===== src/rtl/reg_file_pkg.sv =====
// Shared widths and types for the architectural register file with rename status.
// Both the top and the read-port sub-module import this package.
package reg_file_pkg;

   localparam int REG_NUM   = 32;
   localparam int REG_IDX_W = 5;
   localparam int DATA_W    = 32;
   localparam int ROB_IDX_W = 4;

   typedef logic [REG_IDX_W-1:0] reg_idx_t;
   typedef logic [DATA_W-1:0]    data_t;
   typedef logic [ROB_IDX_W-1:0] rob_tag_t;

   typedef logic [REG_NUM-1:0][DATA_W-1:0]    data_array_t;
   typedef logic [REG_NUM-1:0][ROB_IDX_W-1:0] tag_array_t;
   typedef logic [REG_NUM-1:0]                busy_vec_t;

   // x0 is hardwired zero; it never holds data or rename state.
   function automatic logic is_arch_reg(input reg_idx_t idx);
      return idx != '0;
   endfunction

endpackage


===== src/rtl/reg_file_read_port.sv =====
// One dispatch read port: looks up value/busy/tag for a source register,
// forcing x0 to zero and forwarding a same-cycle commit that resolves the rename.
module reg_file_read_port
   import reg_file_pkg::*;
(
   input  reg_idx_t    idx,
   input  data_array_t data,
   input  busy_vec_t   busy_vec,
   input  tag_array_t  tag_vec,
   input  logic        commit_en,
   input  reg_idx_t    commit_rd,
   input  rob_tag_t    commit_tag,
   input  data_t       commit_value,
   output data_t       value,
   output logic        busy,
   output rob_tag_t    tag
);

   logic commit_hit;

   // Forward only when the commit is from the producer this register still waits on.
   assign commit_hit = commit_en && (commit_rd == idx) && busy_vec[idx]
                       && (tag_vec[idx] == commit_tag);

   always_comb begin
      value = data[idx];
      busy  = busy_vec[idx];
      tag   = tag_vec[idx];
      if (!is_arch_reg(idx)) begin
         value = '0;
         busy  = 1'b0;
         tag   = '0;
      end else if (commit_hit) begin
         value = commit_value;
         busy  = 1'b0;
      end
   end

endmodule


===== src/rtl/reg_file.sv =====
// Architectural register file with per-register rename status (busy + ROB tag).
// Dispatch reads two sources and renames a destination; the ROB writes back at commit.
module reg_file
   import reg_file_pkg::*;
(
   input  logic     clk,
   input  logic     rst,
   input  logic     rdy,

   input  reg_idx_t rs1_idx,
   output data_t    rs1_value,
   output logic     rs1_busy,
   output rob_tag_t rs1_tag,

   input  reg_idx_t rs2_idx,
   output data_t    rs2_value,
   output logic     rs2_busy,
   output rob_tag_t rs2_tag,

   input  logic     rename_en,
   input  reg_idx_t rename_rd,
   input  rob_tag_t rename_tag,

   input  logic     commit_en,
   input  reg_idx_t commit_rd,
   input  rob_tag_t commit_tag,
   input  data_t    commit_value,

   input  logic     flush
);

   data_array_t data_q;
   busy_vec_t   busy_q;
   tag_array_t  tag_q;

   logic commit_wr;
   logic rename_wr;

   assign commit_wr = commit_en && is_arch_reg(commit_rd);
   assign rename_wr = rename_en && is_arch_reg(rename_rd) && !flush;

   // Rename is applied after commit so a same-register rename in the same cycle wins.
   always_ff @(posedge clk) begin
      if (rst) begin
         data_q <= '0;
         busy_q <= '0;
         tag_q  <= '0;
      end else if (rdy) begin
         if (commit_wr) begin
            data_q[commit_rd] <= commit_value;
            if (tag_q[commit_rd] == commit_tag)
               busy_q[commit_rd] <= 1'b0;
         end
         if (flush)
            busy_q <= '0;
         else if (rename_wr) begin
            busy_q[rename_rd] <= 1'b1;
            tag_q[rename_rd]  <= rename_tag;
         end
      end
   end

   reg_file_read_port u_rs1 (
      .idx          (rs1_idx),
      .data         (data_q),
      .busy_vec     (busy_q),
      .tag_vec      (tag_q),
      .commit_en    (commit_en),
      .commit_rd    (commit_rd),
      .commit_tag   (commit_tag),
      .commit_value (commit_value),
      .value        (rs1_value),
      .busy         (rs1_busy),
      .tag          (rs1_tag)
   );

   reg_file_read_port u_rs2 (
      .idx          (rs2_idx),
      .data         (data_q),
      .busy_vec     (busy_q),
      .tag_vec      (tag_q),
      .commit_en    (commit_en),
      .commit_rd    (commit_rd),
      .commit_tag   (commit_tag),
      .commit_value (commit_value),
      .value        (rs2_value),
      .busy         (rs2_busy),
      .tag          (rs2_tag)
   );

endmodule

===== config.mk =====
export PLATFORM = sky130hd
export DESIGN_NAME = reg_file
export DESIGN_NICKNAME = d
export VERILOG_FILES = /design/src/rtl/reg_file_pkg.sv /design/src/rtl/reg_file_read_port.sv /design/src/rtl/reg_file.sv
export SDC_FILE = /design/constraint.sdc
export NUM_CORES = 2
export LEC_CHECK = 0
export BUFFER_PORTS_ARGS = -buffer_cell sky130_fd_sc_hd__buf_2
export CAP_MARGIN = 20
export CELL_PAD_IN_SITES_DETAIL_PLACEMENT = 2
export CELL_PAD_IN_SITES_GLOBAL_PLACEMENT = 2
export CORE_MARGIN = 1
export CORE_UTILIZATION = 37
export DETAILED_ROUTE_END_ITERATION = 6
export GPL_TIMING_DRIVEN = 0
export PLACE_DENSITY_LB_ADDON = 0.2
export SYNTH_ARGS = -nofsm -noshare
export SYNTH_HDL_FRONTEND = slang
export SYNTH_SLANG_ARGS = --single-unit

===== constraint.sdc =====
create_clock -name clk -period 4 [get_ports clk]
set_clock_uncertainty 0.1 [all_clocks]
set_input_delay 0.8 -clock clk [delete_from_list [all_inputs] [get_ports clk]]
set_output_delay 0.8 -clock clk [all_outputs]
set_load 0.01 [all_outputs]

# Word level (Yosys, flattened, before mapping)
# Cells that the tools add are included.
[word_totals]
regBits = 1184
inputBits = 66
word_cells = 138
output_inout_bits = 74
[classes]
reduce_logical = 18
n_mux = 40
magnitude_cmp = 6
eq_ne = 5
bitwise_logic = 4
[ops]
columns = ["op", "count"]
rows = [
  ["$bwmux 1024", 1],
  ["$mux 32", 13],
  ["$bmux 32 s5", 2],
  ["$demux 32 s5", 1],
  ["$bwmux 128", 1],
  ["$bmux 4 s5", 3],
  ["$and 32x32->32", 1],
  ["$not 32->32", 1],
  ["$or 32x32->32", 1],
  ["$lt 5x6->1 const B", 4],
  ["$mux 4", 6],
  ["$demux 4 s5", 1],
  ["$reduce_bool 5->1", 4],
  ["$eq 4x4->1", 3],
  ["$logic_and 1x1->1", 11],
  ["$bmux 1 s5", 2],
  ["$demux 1 s5", 2],
  ["$eq 5x5->1", 2],
  ["$ge 5x1->1 const B", 2],
  ["$mux 1", 8],
  ["$reduce_and 3->1", 1],
  ["$reduce_and 2->1", 1],
  ["$logic_not 1->1", 1],
  ["$not 1->1", 1],
]

# Logic depth before layout (Yosys ltp)
[depth]
depth_word = 13
ltp_mapped = 14
depth_no_buf = 8

# By module
# From an unflattened synthesis, not the netlist that was laid out.
[unflattened]
hier_cells = 6813
area_unflattened_um2 = 62790.2
[modules_own_cells]
columns = ["mod", "area_per_inst_um2", "cells_each", "seq_area_each_um2", "n_inst"]
rows = [
  ["reg_file", 42653.4, 5469, 23702.7, 1],
  ["reg_file_read_port", 10068.4, 672, 0.0, 2],
]

# Worst setup path after synthesis
# No wires, ideal clock.
[synth_path]
path_kind = "in2out"
start = "in rs2_idx[1]"
end = "out rs2_value[10]"
t_arrival_ns = 3.149
slack_ns = -0.049
required_ns = 3.100
n_path_buf = 5
path_stages = 10
cell_sequence = "buf_4 buf_2 buf_2 clkbuf_1 clkbuf_1 mux4_2 mux4_2 mux2i_1 nand2_1 o211a_1"
[synth_between]
elab_chain_len = 6
elab_cells_between_ends = 14
classes_between = "2 x eq/ne; 8 x mux; 4 x reduce/logical"
[synth_rtl]
columns = ["element", "line_no", "source"]
rows = [
  ["start: declaration", "reg_file.sv:15", "input reg_idx_t rs2_idx,"],
  ["$bmux 4 s5, or another cell as far along", "reg_file_read_port.sv:23", "&& (tag_vec[idx] == commit_tag);"],
  ["$mux 4 (implied by the code), or another cell as far along", "reg_file_read_port.sv:23", ""],
  ["$eq 4x4->1 or $logic_and 1x1->1 (tied branches)", "reg_file_read_port.sv:23, reg_file_read_port.sv:22", ""],
  ["$logic_and 1x1->1", "reg_file_read_port.sv:23", ""],
  ["$mux 32", "reg_file_read_port.sv:33", "end else if (commit_hit) begin"],
  ["$mux 32 *", "reg_file_read_port.sv:29", "if (!is_arch_reg(idx)) begin"],
  ["end: declaration", "reg_file.sv:16", "output data_t rs2_value,"],
]
# Every way passes the cells marked *; elsewhere a longest branch is shown, timed or not. The select of a mux whose other input is x is not followed.

# Final worst setup path
[layout_path]
start = "in commit_rd[1]"
end = "out rs1_value[31]"
[layout_between]
elab_chain_len = 6
[layout_rtl]
columns = ["element", "line_no", "source"]
rows = [
  ["start: declaration", "reg_file.sv:25", "input reg_idx_t commit_rd,"],
  ["$eq 5x5->1", "reg_file_read_port.sv:22", "assign commit_hit = commit_en && (commit_rd == idx) && busy_vec[idx]"],
  ["$logic_and 1x1->1 (2 in series)", "reg_file_read_port.sv:22", ""],
  ["$logic_and 1x1->1", "reg_file_read_port.sv:23", ""],
  ["$mux 32", "reg_file_read_port.sv:33", ""],
  ["$mux 32", "reg_file_read_port.sv:29", ""],
  ["end: declaration", "reg_file.sv:11", "output data_t rs1_value,"],
]
# Every way passes these cells.

==> results.sh <==
export IMPL_globalplace_congestion=0.988
export IMPL_final_common_cell="nand2_1"
export IMPL_seq_area_frac_synth_pct=37.9
export IMPL_crit_path_end_kind="primary output"
export IMPL_ant_nets=0
export IMPL_drive_gt1_share_pct=21.0
export IMPL_wirelength_um=323000
export IMPL_crit_required_ns=3.10
export IMPL_violations="negative setup slack"
export IMPL_final_cell_mix="nand2_1 (2097), dfxtp_1 (1172), a21oi_1 (1010), mux4_2 (722), clkbuf_1 (502)"
export IMPL_maxCapViolCount=0
export IMPL_synthesis_nets=6740
export IMPL_worst_setup_path_start_kind="input port"
export IMPL_htree_levels=4
export IMPL_synth_edff_count=0
export IMPL_drc_errors=0
export IMPL_synth_compound_area_share_pct=10.7
export IMPL_hold_path_class="in2reg"
export IMPL_synth_avg_cell_area_sq_um=9.36
export IMPL_synth_cells=6674
export IMPL_cts_reportedPaths_clkPinSlew_ns=0.06
export IMPL_fp_row_count=150
export IMPL_die_area_sq_mm=0.171
export IMPL_setup_violations=77
export IMPL_die_h_um=413
export IMPL_grt_usage_pct=37.0
export IMPL_synthSimpleGateAreaFrac_pct=16.0
export IMPL_cts_sinks=1184
export IMPL_cts_root_buf="clkbuf_16"
export IMPL_synth_top_family_by_area="multiplexers"
export IMPL_synth_seq_cells=1184
export IMPL_synthMuxAreaShare_pct=30.2
export IMPL_synth_xor_area_share_pct=0.280
export IMPL_syn_to_final_growth_pct=18.0
export IMPL_drv_slew=0
export IMPL_netlist_area_sq_mm=0.0625
export IMPL_clock_latency_ns=0.82
export IMPL_hpwlAfterDp_um=249000
export IMPL_synth_fa_ha_area_share_pct=0
export IMPL_globalRouteOverflowTotal=0
export IMPL_path_max_fanout=10
export IMPL_yosys_warnings=0
export IMPL_final_net_count=7070
export IMPL_critical_path_class="in2out"
export IMPL_peakVddDrop_mv=0.473
export IMPL_synthDistinctLibCells=54
export IMPL_p_leak_nw=24.6
export IMPL_worstMarginPinSlew_ns=1.26
export IMPL_post_drt_wl_per_cell_um=34.6
export IMPL_core_area_sq_mm=0.167
export IMPL_async_flop_share_pct=0
export IMPL_numPortBuffers=97
export IMPL_hold_buffers=0
export IMPL_cp_arrival_ns=4.05
export IMPL_ys_flop_type="dfxtp_1"
export IMPL_cts_tree="yes"
export IMPL_fin_crit_ns=4.95
export IMPL_fmax_mhz=202
export IMPL_slew_headroom_pct=15.7
export IMPL_io_pins=140
export IMPL_die_w_um=413
export IMPL_status="finished with violations"
export IMPL_start_util_pct=37.3
export IMPL_power_w=0.0283
export IMPL_powerDensity_mw_per_mm2=383
export IMPL_grt_start_max_net_pins=17
export IMPL_fin_crit_sh_pct=124
export IMPL_setup_ws_ns=-0.955
export IMPL_clk_path_buf_depth=3
export IMPL_rsz0062_at_grt="yes"
export IMPL_final_util_pct=44.0
export IMPL_timing_final_hold_violations=0
export IMPL_grt_pass1_vias=61600
export IMPL_cts_buffers=146
export IMPL_drt_pre_antenna_iters=5
export IMPL_num_vias=58700
export IMPL_via_per_inst=6.29
export IMPL_antenna_found_initial=31
export IMPL_drtIter0Drc=5611
export IMPL_grt_pass1_wl_um=449000
critical path, cell delays in order:
cell and delay [ns]:
buf_2 0.33, buf_4 0.38, xor2_1 0.19, nor4_1 0.26, nand3_1 0.31, nor4bb_4 0.42
o2111ai_4 0.17, buf_12 0.19, buf_16 0.15, buf_6 0.17, a211oi_4 0.42, buf_2 0.22
logic make-up (layout without fill, tap and decap cells):
logic type	count (synthesis)	after routing
buffers and inverters	745	1189
DFF	1184	1184
AOI/OAI and AO/OA	1196	1196
and+or+nand+nor	2548	2548
muxes	981	981
xor gates and xnor gates	20	20
other	0	9
Yosys cell counts (all sizes together), types with 2 or more instances:
cell type | instances | share of area [%]
nand2 | 2118 | 13
dfxtp | 1184 | 38
a21oi | 1010 | 8.1
mux4 | 722 | 26
clkbuf | 529 | 3.2
mux2i | 257 | 4.1
nor2 | 228 | 1.4
buf | 180 | 1.5
nor2b | 48 | 0.48
nand3 | 46 | 0.38
inv | 36 | 0.22
a211oi | 33 | 0.65
o211a | 32 | 0.51
o31ai | 31 | 0.37
a22oi | 30 | 0.36
nor3 | 26 | 0.21
nand2b | 23 | 0.23
nor4 | 16 | 0.16
a21o | 15 | 0.18
o21bai | 14 | 0.17
xor2 | 13 | 0.18
o22ai | 11 | 0.11
o21ai | 8 | 0.064
or3 | 7 | 0.070
xnor2 | 7 | 0.098
and2 | 6 | 0.060
nand3b | 6 | 0.072
a31oi | 4 | 0.040
and3 | 4 | 0.040
nand4 | 4 | 0.040
nor3b | 4 | 0.048
or2 | 3 | 0.030
or3b | 3 | 0.042
a31o | 2 | 0.028
and3b | 2 | 0.028
mux2 | 2 | 0.036
timing repair:
| item | in CTS | in global routing |
|---|---|---|
| pin swaps | 13 | 16 |
| endpoints found under the setup margin | 78 | 95 |
| setup buffers | 27 | 27 |
| gates resized for setup | 461 | 118 |
| cloned | 6 | 3 |
cell type report:
class / instances / area, sq um
Buffer: 704 / 3840
Clock inverter: 49 / 517
Antenna cell: 9 / 22.5
Timing Repair Buffer: 187 / 1790
Sequential cell: 1184 / 23700
Inverter: 36 / 135
Fill cell: 17800 / 93700
Tap cell: 2204 / 2760
Multi-Input combinational cell: 4745 / 36600
Clock buffer: 213 / 4330
metrics by stage:
step                setup TNS [ns]  cells  worst slack, ns  hold WS (ns)  instance area (sq um)
global placement           -452.62   8975            -2.42         0.348                  65700
floorplan                   -0.139   6674         -0.00693         0.317                  62500
global route                -52.31   9323           -0.901         0.212                  73700
finish                      -51.85   9331           -0.955         0.218                  73700
detailed placement         -491.76   9000            -2.48         0.363                  66100
CTS                         -48.66   9292           -0.924         0.162                  72900
metal layers:
| layer | track usage (%) | part of all wire [%] | vias to the layer above | routed length (um) |
|---|---|---|---|---|
| met5 | 0 | 0.019 | - | 60 |
| met4 | 22.6 | 6.9 | 10 | 22200 |
| met3 | 6.64 | 7.5 | 827 | 24300 |
| met2 | 59.6 | 46 | 2719 | 150000 |
| met1 | 46.2 | 39 | 31000 | 126000 |
| li1 | - | - | 24100 | - |
state kept, by name, indices dropped and copies added (netlist names):
name,count
busy_q,32
data_q,1024
tag_q,128
path summary, 6_finish.rpt:
path	from	to	slack (ns)	cells past startpoint
worst max-delay path	commit_rd[1]	rs1_value[31]	-0.95	12
worst min-delay path	rename_tag[3]	tag_q[67]$_SDFFE_PP0P_	0.22	3
worst max register to register	tag_q[61]$_SDFFE_PP0P_	busy_q[23]$_SDFFE_PP0P_	0.91	9
worst min register to register	data_q[980]$_SDFFE_PP0P_	data_q[980]$_SDFFE_PP0P_	0.37	2
where the power goes:
group          leakage, nW  internal (W)  switching, W
combinational         12.6      0.000747       0.00179
clock                 2.40       0.00797       0.00588
sequential            9.54        0.0118     0.0000375
total                 24.6        0.0205       0.00770
Power figures use the tool's default switching activity.
